[src/rtl/parity_pkg.sv]
`default_nettype none
// ============================================================================
//  Module      : parity_pkg
//  Description : Shared types, constants and the parity helper for the
//                parity generation stage and its 2-entry skid buffer.
//  Revision    : 1.0 - initial release
// ============================================================================
package parity_pkg;

   // Occupancy of the 2-entry skid buffer
   typedef enum logic [1:0] {
      ST_EMPTY = 2'd0,
      ST_ONE   = 2'd1,
      ST_TWO   = 2'd2
   } buf_state_e;

   // Width of the delivered-word counter
   localparam int c_cnt_w = 16;

   // Widest payload the parity helper accepts; narrower payloads are
   // zero-extended, which leaves the XOR reduction unchanged.
   localparam int c_par_max_w = 1024;

   // Parity bit for a payload: XOR of all payload bits, flipped for odd
   // parity, and flipped once more when the word is to be corrupted.
   function automatic logic calc_parity(
      input logic [c_par_max_w-1:0] payload,
      input logic                   even_odd,
      input logic                   corrupt
   );
      return (^payload) ^ even_odd ^ corrupt;
   endfunction

endpackage : parity_pkg
`default_nettype wire

[src/rtl/skid_buf2.sv]
`default_nettype none
// ============================================================================
//  Module      : skid_buf2
//  Description : Generic 2-entry valid/grant skid buffer. The upstream grant
//                depends only on registered occupancy, so there is no
//                combinational path from the downstream grant to upstream.
//  Revision    : 1.0 - initial release
// ============================================================================
module skid_buf2
   import parity_pkg::*;
#(
   parameter int WIDTH = 33
) (
   input  logic             clk,
   input  logic             rst_n,
   // upstream side
   input  logic [WIDTH-1:0] in_data_i,
   input  logic             in_valid_i,
   output logic             in_grant_o,
   // downstream side
   output logic [WIDTH-1:0] out_data_o,
   output logic             out_valid_o,
   input  logic             out_grant_i
);

   buf_state_e       state_q, state_d;
   logic [WIDTH-1:0] head_q, head_d;   // oldest held word, always on out_data_o
   logic [WIDTH-1:0] tail_q, tail_d;   // second word, only meaningful in ST_TWO
   logic             w_push;
   logic             w_pop;

   assign w_push = in_valid_i & in_grant_o;
   assign w_pop  = out_valid_o & out_grant_i;

   // State and storage registers; reset empties the buffer immediately
   always_ff @(posedge clk or negedge rst_n) begin
      if (!rst_n) begin
         state_q <= ST_EMPTY;
         head_q  <= '0;
         tail_q  <= '0;
      end else begin
         state_q <= state_d;
         head_q  <= head_d;
         tail_q  <= tail_d;
      end
   end

   // Next-state: occupancy follows the push/pop pair
   always_comb begin
      state_d = state_q;
      case (state_q)
         ST_EMPTY: begin
            if (w_push) state_d = ST_ONE;
         end
         ST_ONE: begin
            if (w_push && !w_pop)      state_d = ST_TWO;
            else if (!w_push && w_pop) state_d = ST_EMPTY;
         end
         ST_TWO: begin
            if (w_pop) state_d = ST_ONE;
         end
         default: state_d = ST_EMPTY;
      endcase
   end

   // Storage update: head always holds the oldest word, tail the newer one
   always_comb begin
      head_d = head_q;
      tail_d = tail_q;
      case (state_q)
         ST_EMPTY: begin
            if (w_push) head_d = in_data_i;
         end
         ST_ONE: begin
            // push together with pop replaces the head directly
            if (w_push && w_pop) head_d = in_data_i;
            else if (w_push)     tail_d = in_data_i;
         end
         ST_TWO: begin
            if (w_pop) head_d = tail_q;
         end
         default: begin
            head_d = head_q;
            tail_d = tail_q;
         end
      endcase
   end

   // Outputs decoded from registered state only
   always_comb begin
      in_grant_o  = (state_q != ST_TWO);
      out_valid_o = (state_q != ST_EMPTY);
      out_data_o  = head_q;
   end

endmodule : skid_buf2
`default_nettype wire

[src/rtl/parity_gen_stage.sv]
`default_nettype none
// ============================================================================
//  Module      : parity_gen_stage
//  Description : Appends a parity bit to each accepted payload, optionally
//                corrupting it on request, buffers up to two words toward a
//                FIFO push port and counts the words delivered.
//  Revision    : 1.0 - initial release
// ============================================================================
module parity_gen_stage
   import parity_pkg::*;
#(
   parameter int DATA_WIDTH = 32,
   parameter int EVEN_ODD   = 0,   // 0: even parity, 1: odd parity
   parameter int PARITY_BIT = 0    // 0: parity at bit 0, 1: parity at MSB
) (
   input  logic                 clk,
   input  logic                 rst_n,
   input  logic [DATA_WIDTH-1:0] data_i,
   input  logic                 valid_i,
   output logic                 grant_o,
   output logic [DATA_WIDTH:0]  data_o,
   output logic                 valid_o,
   input  logic                 grant_i,
   input  logic                 corrupt_i,
   output logic [c_cnt_w-1:0]   word_cnt_o
);

   localparam int c_word_w = DATA_WIDTH + 1;

   logic                   w_accept;
   logic                   w_send;
   logic                   w_corrupt_now;
   logic                   w_par;
   logic [c_par_max_w-1:0] w_payload_ext;
   logic [c_word_w-1:0]    w_word;

   logic                   armed_q, armed_d;
   logic [c_cnt_w-1:0]     word_cnt_q, word_cnt_d;

   assign w_accept = valid_i & grant_o;
   assign w_send   = valid_o & grant_i;

   // A pulse at the same edge as an accept corrupts that very word
   assign w_corrupt_now = armed_q | corrupt_i;

   // Zero-extend the payload to the helper's fixed argument width
   always_comb begin
      w_payload_ext                 = '0;
      w_payload_ext[DATA_WIDTH-1:0] = data_i;
      w_par = calc_parity(w_payload_ext, (EVEN_ODD != 0), w_corrupt_now);
   end

   // Place the parity bit at the selected end of the stored word
   generate
      if (PARITY_BIT == 0) begin : g_par_lsb
         assign w_word = {data_i, w_par};
      end else begin : g_par_msb
         assign w_word = {w_par, data_i};
      end
   endgenerate

   // Corruption flag and delivered-word counter registers
   always_ff @(posedge clk or negedge rst_n) begin
      if (!rst_n) begin
         armed_q    <= 1'b0;
         word_cnt_q <= '0;
      end else begin
         armed_q    <= armed_d;
         word_cnt_q <= word_cnt_d;
      end
   end

   // Arm on any pulse; the first accepted word consumes the arming. Several
   // pulses before an accept still only corrupt one word.
   always_comb begin
      armed_d    = armed_q;
      word_cnt_d = word_cnt_q;
      if (w_accept)       armed_d = 1'b0;
      else if (corrupt_i) armed_d = 1'b1;
      // natural modulo-2^16 wrap
      if (w_send) word_cnt_d = word_cnt_q + 1'b1;
   end

   assign word_cnt_o = word_cnt_q;

   skid_buf2 #(
      .WIDTH (c_word_w)
   ) u_skid_buf2 (
      .clk         (clk),
      .rst_n       (rst_n),
      .in_data_i   (w_word),
      .in_valid_i  (valid_i),
      .in_grant_o  (grant_o),
      .out_data_o  (data_o),
      .out_valid_o (valid_o),
      .out_grant_i (grant_i)
   );

endmodule : parity_gen_stage
`default_nettype wire

[config.mk]
export PLATFORM = sky130hd
export DESIGN_NAME = parity_gen_stage
export DESIGN_NICKNAME = d
export VERILOG_FILES = /design/src/rtl/parity_pkg.sv /design/src/rtl/skid_buf2.sv /design/src/rtl/parity_gen_stage.sv
export SDC_FILE = /design/constraint.sdc
export NUM_CORES = 1
export LEC_CHECK = 0
export ABC_AREA = 1
export CAP_MARGIN = 30
export CORE_MARGIN = 2
export CORE_UTILIZATION = 50
export DETAILED_ROUTE_END_ITERATION = 8
export PLACE_DENSITY_LB_ADDON = 0.15
export SLEW_MARGIN = 30
export SYNTH_ARGS = -nofsm -noshare
export SYNTH_HDL_FRONTEND = slang
export SYNTH_HIERARCHICAL = 1
export SYNTH_SLANG_ARGS = --single-unit
[constraint.sdc]
create_clock -name clk -period 1.8 [get_ports clk]
set_input_delay 0.36 -clock clk [delete_from_list [all_inputs] [get_ports clk]]
set_output_delay 0.36 -clock clk [all_outputs]
set_load 0.05 [all_outputs]
Word-level counts from Yosys, hierarchy flattened. Cells that the tools add are included.

Flip-flop bits (word level): 85. Input bits: 37. Output and inout bits: 51. Logic and storage cells: 42.

Add/sub/neg operators: 1. Eq/ne operators: 7. Mux-type cells: 11. Bitwise operators: 5. Reduce and logical (&&, ||, !) cells: 13.

Operator list (number): XOR reduction 1024 bit (1); 2-to-1 mux 33 bit (3); case mux 33 bit (3 select lines) (1); adder 16 x 1 -> 16 bit, second input constant (1); 2-to-1 mux 2 bit (4); != test 2 x 1 -> 1 bit, second input constant (3); case mux 2 bit (3 select lines) (1); AND reduction 3 bit (2); AND reduction 4 bit (1); nonzero test 2 bit (2); logical AND 1 bit (3); != test 3 x 1 -> 1 bit, second input constant (1); nonzero test 3 bit (1); bitwise AND 1 bit (2); equality test 2 x 1 -> 1 bit, second input constant (1); equality test 2 bit, second input constant (1); zero test 1 bit (2); zero test 2 bit (1); 2-to-1 mux 1 bit (2); != test 2 bit, second input constant (1); NOT 1 bit (1); bitwise OR 1 bit (1); bitwise XOR 1 bit (1).

Depth between registers and ports, before layout. Gate-level depths: netlist of run 1.

Word-level depth: 7. Mapped depth: 17.

Cells and area by module. Netlist of run 1, hierarchy kept.

By module, submodules not included: skid_buf2 (times used 1, cells each 411, area each 3300.7 µm², sequential area each 1701.6 µm²); parity_gen_stage (times used 1, cells each 296, area each 1655.3 µm², sequential area each 425.4 µm²).

Worst setup path before layout of run 1. Ideal clock, no wire load.

Kind: register to register. Start: register u_skid_buf2.state_q[1]. End: register word_cnt_q[13], in the netlist word_cnt_o[13]. Arrival: 1778 ps. Required time: 1659 ps. Setup slack: -120 ps. Cell stages (with the launch flop): 12. Path buffers: 1. Clock period less this slack: 1920 ps. Cell sequence: dfrtp_1 > buf_6 > inv_2 > nand2_2 > nand2_2 > nor3_4 > nand3_2 > nor2_4 > nand2_4 > nor2_4 > nand2_2 > xnor2_2.

Cells in the longest elaborated chain, start to end: 2.

Ends and longest elaborated chain: start: declaration (RTL line skid_buf2.sv:26) `buf_state_e state_q, state_d;`; start signal: assignment (RTL line skid_buf2.sv:42) `state_q <= state_d;`; nonzero test 2 bit (RTL line skid_buf2.sv:92) `out_valid_o = (state_q != ST_EMPTY);`; named net valid_o (RTL line parity_gen_stage.sv:22) `output logic valid_o,`; bitwise AND 1 bit (RTL line parity_gen_stage.sv:41) `assign w_send = valid_o & grant_i;`; end signal: assignment (RTL line parity_gen_stage.sv:69) `word_cnt_q <= word_cnt_d;`; end: declaration (RTL line parity_gen_stage.sv:38) `logic [c_cnt_w-1:0] word_cnt_q, word_cnt_d;`.

The timed path passes the listed nets, and every way through them passes these cells. A chain may end at the register's enable or synchronous reset.

Final worst setup path of run 1.
Start: register u_skid_buf2.state_q[1]. End: output port grant_o.

Cells in the longest elaborated chain, start to end: 1.

Ends and longest elaborated chain: != test 2 bit (RTL line skid_buf2.sv:91) `in_grant_o = (state_q != ST_TWO);`; end: declaration (RTL line parity_gen_stage.sv:20) `output logic grant_o,`.

Every way passes these cells.

==> run metrics, run 1 <==
Buffers on Ports 87; slowest CP cell dfrtp_1; worst slew pin tran 458 ps; # Max-Cap Violations 0; reg-to-reg slack, setup 180 ps; Post-Syn Area 4960 µm²; Reg2Reg Depth 10; largest family of logic cells by synthesized area simple AND/OR/NAND/NOR gates; Largest stage delay, worst path 420 ps; crit path DAT 1370 ps; post-placement setup slack -356 ps; Starting Density 51.2%; fmax 0.576 GHz; top_reg_cell synth dfrtp_1; placed cell areas 6100 µm²; CP Depth 3; CTS H-tree lvls 3; DR vias/cell 4.84; Avg Cell Area, Syn 7.01 µm²; Internal 5.28 mW; PwrDens 1580 nW/µm²; vias 4685; max-slew violations 0; core area 9680 µm²; Worst VDD drop 729 µV; crit start category register; fin area 6430 µm²; compound-gate portion of the synthesized area 4.62%; n_diodes 0; dpl hpwl 8200 µm; Area Growth Syn to Fin 29.8%; CP Capture Type output pin; Cell Rows 36; final setup TNS 0 ps; Antenna Nets Post-Route 0; CP startpoint u_skid_buf2/state_q[1]; Total GRT Usage 22.4%; vias in the first global route 4486; Layout Skew 10.4 ps; Clock power frac 15.5%; setup bufs post-CTS 0; Skew-Pair Late Insertion Delay 360 ps; layout cells sized above 1 19.1%; worst path bufs/invs 2; grt ovf 0; Placer Congestion 0.790; Synth Area in Simple Gates 39.1%; Net Count, Synth 746; Critical Path RT 1440 ps; leakage power 4.05 nW; critical register-to-register path endpoint word_cnt_o[13]; CP top delay family flip-flops; Clock Tree Buf Depth 2; CTS Root Cell clkbuf_8; CP Max Fanout 22; Routed WL per cell 12.1 µm; CTS Buf Count 9; Yosys cell types 26; Final Power 10.1 mW; initial antenna violation count 0; CP Cell Sequence buf_8 > nand2_4 > buf_4; CP endpoint grant_o; first-pass GRT wire length 20000 µm; Setup WS post-layout 65.3 ps; WS Path Type register to output pin; switch share 48.0%; Yosys reg bits 85; Slew Limit Headroom 69.4%; Iteration-0 DRC Markers 208; min-delay worst type input port to asynchronous set/reset pin; status complete, no violations; Final Routed Wirelength 11700 µm; Post-synth ARST share 100%; Post-CTS Hold Buffers 0; Sw Pwr 4.87 mW; Seq/Total Area, Yosys 42.9%; Die ar. 10700 µm²; Hold Slack 10.8 ps; CTS tree done; I/O pins 88; synth warn 6; die width 104 µm; DRC violations left 0; Tmin final 1730 ps; Post-Synth XOR/XNOR Area 2.80%; RR Startpoint u_skid_buf2/state_q[1]; CTS clk-pin slew, worst paths 90 ps; endpoints failing setup 0; period utilization 96.4%; nets 868; pin count of the biggest net entering global routing 86; portion of total power attributed to combinational logic 53.1%; proportion of synthesized area in mux cells 0%; post-synthesis instance total 707; Post-synth EDFFs 0; sequential share of power 31.4%; drt pass-1 iters 4; synthesized-area fraction occupied by adder cells 0.505%; CTS sink cnt 85; Die H 104 µm; final hold vios 0; RSZ-0062 raised after global routing no
Yosys cell counts, types with 3 or more instances:
master	number	share of area, %
dfrtp_1	85	43
o21ai_0	5	0.50
buf_2	16	1.6
nand2_2	5	0.63
nor2_4	3	0.68
o21ai_1	17	1.7
nand3_1	75	7.6
buf_6	9	2.0
nor2_1	9	0.68
inv_1	81	6.1
nand2_1	355	27
nand2_4	3	0.68
o21ai_2	13	2.3
nor3_4	3	0.98
xor2_1	12	2.1
inv_2	3	0.23
per-layer routing:
layer | GRT usage [%] | part of all wire [%] | vias up
met3 | 3.52 | 4.0 | 18
met5 | 0 | 0 | -
li1 | - | - | 2401
met2 | 39.5 | 50 | 101
met4 | 8.49 | 2.2 | 0
met1 | 27.6 | 44 | 2165
sequential cells by signal, indices dropped and copies added (netlist names):
| name | cells |
|---|---|
| word_cnt_o | 16 |
| u_skid_buf2/tail_q | 33 |
| armed_q | 1 |
| u_skid_buf2/out_data_o | 33 |
| u_skid_buf2/state_q | 2 |
repair_timing:
item	4_1_cts	5_1_grt
pin swaps	0	0
gates resized for setup	1	38
setup endpoints to repair	1	3
worst register-to-register path: stages, from the launching register on:
cell     delay (ps)
dfrtp_1         400
inv_2            80
nand2_4          90
nand2_2         110
nor3_4          200
nand3_2         120
nor2_4          130
nand2_4          80
nor2_4          110
nand2_2          70
xnor2_2         120
area by class of cell:
class | count | area [µm²]
flip-flops and latches | 85 | 2130
fillers | 840 | 3250
well taps | 133 | 166
inverters | 84 | 315
repair buffers | 137 | 1240
clock buffers | 11 | 151
clock inverters | 5 | 81.3
multi-input cells | 512 | 2350
how the worst min path moves through the flow:
stage | startpoint | to | slack (ps) | cells after the start
CTS | rst_n | u_skid_buf2/out_data_o[11] | 50 | 2
floorplan | rst_n | armed_q | 60 | 0
global placement | rst_n | u_skid_buf2/out_data_o[9] | 430 | 2
global route | rst_n | u_skid_buf2/out_data_o[11] | 50 | 2
detailed placement | rst_n | u_skid_buf2/out_data_o[11] | 440 | 2
finish | rst_n | u_skid_buf2/out_data_o[9] | 10 | 2
cell usage in the layout, fill, tap and decap left out, drive strengths merged, types with 3 or more instances in the layout:
master         instances
buf                  102
clkbuf                11
clkdlybuf4s50          3
dfrtp                 85
dlymetal6s2s          32
inv                   85
nand2                363
nand3                 77
nor2                  13
nor3                   3
o21ai                 35
xnor2                  3
xor2                  12
power groups by stage:
stage | Combinational, mW | Clock [mW] | Sequential, mW
after floorplan | 2.38 | 0 | 4.61
after global placement | 5.30 | 0 | 3.18
after detailed placement | 5.39 | 0 | 3.22
after CTS | 5.42 | 1.60 | 3.19
after global routing | 5.87 | 1.68 | 3.29
final | 5.39 | 1.58 | 3.18
stage by stage:
stage                     util, %  std cells
after detailed placement     63.0        951
after global routing         66.4        967
after floorplan                 -        707
after CTS                    65.4        967
after global placement       63.0        951
final                        66.4        967
logic make-up (layout without fill, tap and decap cells):
logic type,after synthesis,after routing
XOR/XNOR,15,15
AO/OA/AOI/OAI,36,36
flip-flops,85,85
adder cells (fa/ha/maj),2,2
buffers and inverters,110,237
AND/OR/NAND/NOR,459,459
No activity file was read; power rests on OpenSTA's default activity.
==> inputs of run 2 (changes only) <==
Settings changed: SETUP_SLACK_MARGIN from default to 0.3.
==> run metrics, run 2 (synthesized netlist as in run 1, its figures left out) <==
status complete, no violations (unchanged); Area Growth Syn to Fin 47.0% (was 29.8%); Slew Limit Headroom 68.7% (was 69.4%); Cell Rows 36 (unchanged); Placer Congestion 0.801 (was 0.790); WS Path Type register to register (was register to output pin); RSZ-0062 raised after global routing yes (was no); Skew-Pair Late Insertion Delay 360 ps (about the same); worst slew pin tran 470 ps (was 458 ps); Buffers on Ports 87 (unchanged); drt pass-1 iters 5 (was 4); period utilization 95.3% (was 96.4%); CTS H-tree lvls 3 (unchanged); initial antenna violation count 0 (unchanged); most common cell after layout, fill and taps aside nand2_1 (unchanged); CP Capture Type register (was output pin); DRC violations left 0 (unchanged); vias in the first global route 4666 (was 4486); Layout Skew 16.3 ps (was 10.4 ps); Final Power 12.1 mW (was 10.1 mW); die width 104 µm (unchanged); fin cells 1009 (was 967); Antenna Nets Post-Route 0 (unchanged); Total GRT Usage 23.5% (was 22.4%); CP Max Fanout 6 (was 22); CTS sink cnt 85 (unchanged); CTS tree done (unchanged); dpl hpwl 8070 µm (was 8200 µm); fmax 0.583 GHz (was 0.576 GHz); Critical Path RT 2050 ps (was 1440 ps); DR vias/cell 5.19 (was 4.84); Iteration-0 DRC Markers 234 (was 208); final setup TNS 0 ps (unchanged); nets 910 (was 868); Starting Density 51.2% (unchanged); Worst VDD drop 770 µV (was 729 µV); crit start category register (unchanged); max-slew violations 0 (unchanged); final hold vios 0 (unchanged); # Max-Cap Violations 0 (unchanged); Final Routed Wirelength 15700 µm (was 11700 µm); first-pass GRT wire length 20800 µm (was 20000 µm); Die ar. 10700 µm² (unchanged); crit path DAT 1960 ps (was 1370 ps); grt ovf 0 (unchanged); Die H 104 µm (unchanged); endpoints failing setup 0 (unchanged); PwrDens 1660 nW/µm² (was 1580 nW/µm²); placed cell count 945 (was 951); I/O pins 88 (unchanged); n_diodes 0 (unchanged); core area 9680 µm² (unchanged); CTS clk-pin slew, worst paths 90 ps (about the same); Clock Tree Buf Depth 2 (unchanged); Routed WL per cell 15.5 µm (was 12.1 µm); pin count of the biggest net entering global routing 86 (unchanged); CTS Root Cell clkbuf_8 (unchanged); vias 5234 (was 4685); most frequent cells in the layout 296 x nand2_1, 107 x buf_4, 78 x dfrtp_1 (was 353 x nand2_1, 98 x buf_4, 83 x dfrtp_1); leakage power 4.17 nW (was 4.05 nW); Tmin final 1720 ps (was 1730 ps); layout cells sized above 1 37.1% (was 19.1%); min-delay worst type input port to asynchronous set/reset pin (unchanged); CTS Buf Count 9 (unchanged); Post-CTS Hold Buffers 0 (unchanged)
run 2: layer usage:
layer  track usage [%]  routed length [µm]
met3              4.91                 992
met5                 0                   0
met4              9.17                 579
met2              40.4                8040
met1              29.0                6070
run 2: per-stage QoR:
stage	hold WS (ps)	util [%]	setup slack (ps)	cell area, µm²
global route	64.3	75.2	-14.6	7290
finish	31.3	75.2	83.8	7290
floorplan	64.4	-	142	5020
CTS	52.2	66.9	205	6480
detailed placement	436	63.0	-373	6110
global placement	429	63.0	-243	6110
run 2: worst max-delay path, cell delays in order (launching register included):
cell and delay [ps]:
dfrtp_2 460, buf_6 130, buf_12 120, buf_8 120, nor2_4 170, nand3_4 220
clkbuf_16 240, nand2_2 50, o21ai_1 70
run 2: layout make-up:
class / count / area (µm²)
multi-input cells: 514 / 2810
repair buffers: 177 / 1650
clock inverters: 4 / 48.8
inverters: 84 / 325
clock buffers: 12 / 145
fillers: 701 / 2400
well taps: 133 / 166
flip-flops and latches: 85 / 2140
run 2: timing repair:
item                       in CTS  in global routing
cloned                          1                 17
hold endpoints to repair        0                  0
pin swaps                       6                 36
gates resized for setup        55                201
setup endpoints to repair      76                 57
setup buffers                  16                 14
run 2: power by group:
part | switching (mW) | internal, mW | total, mW
registers | 0.676 | 2.73 | 3.40
logic | 4.50 | 2.86 | 7.36
clock network | 0.689 | 0.679 | 1.37
run 2: final timing paths:
kind	endpoint	startpoint	slack (ps)	cells past startpoint
max in group asynchronous	u_skid_buf2/tail_q[27]	rst_n	1400	2
setup / recovery	u_skid_buf2/tail_q[14]	u_skid_buf2/state_q[1]	80	8
setup reg to reg	u_skid_buf2/tail_q[14]	u_skid_buf2/state_q[1]	80	8
hold reg to reg	u_skid_buf2/out_data_o[6]	u_skid_buf2/out_data_o[6]	480	2
min in group clk	u_skid_buf2/tail_q[25]	data_i[24]	280	3
hold / removal	u_skid_buf2/out_data_o[4]	rst_n	30	2
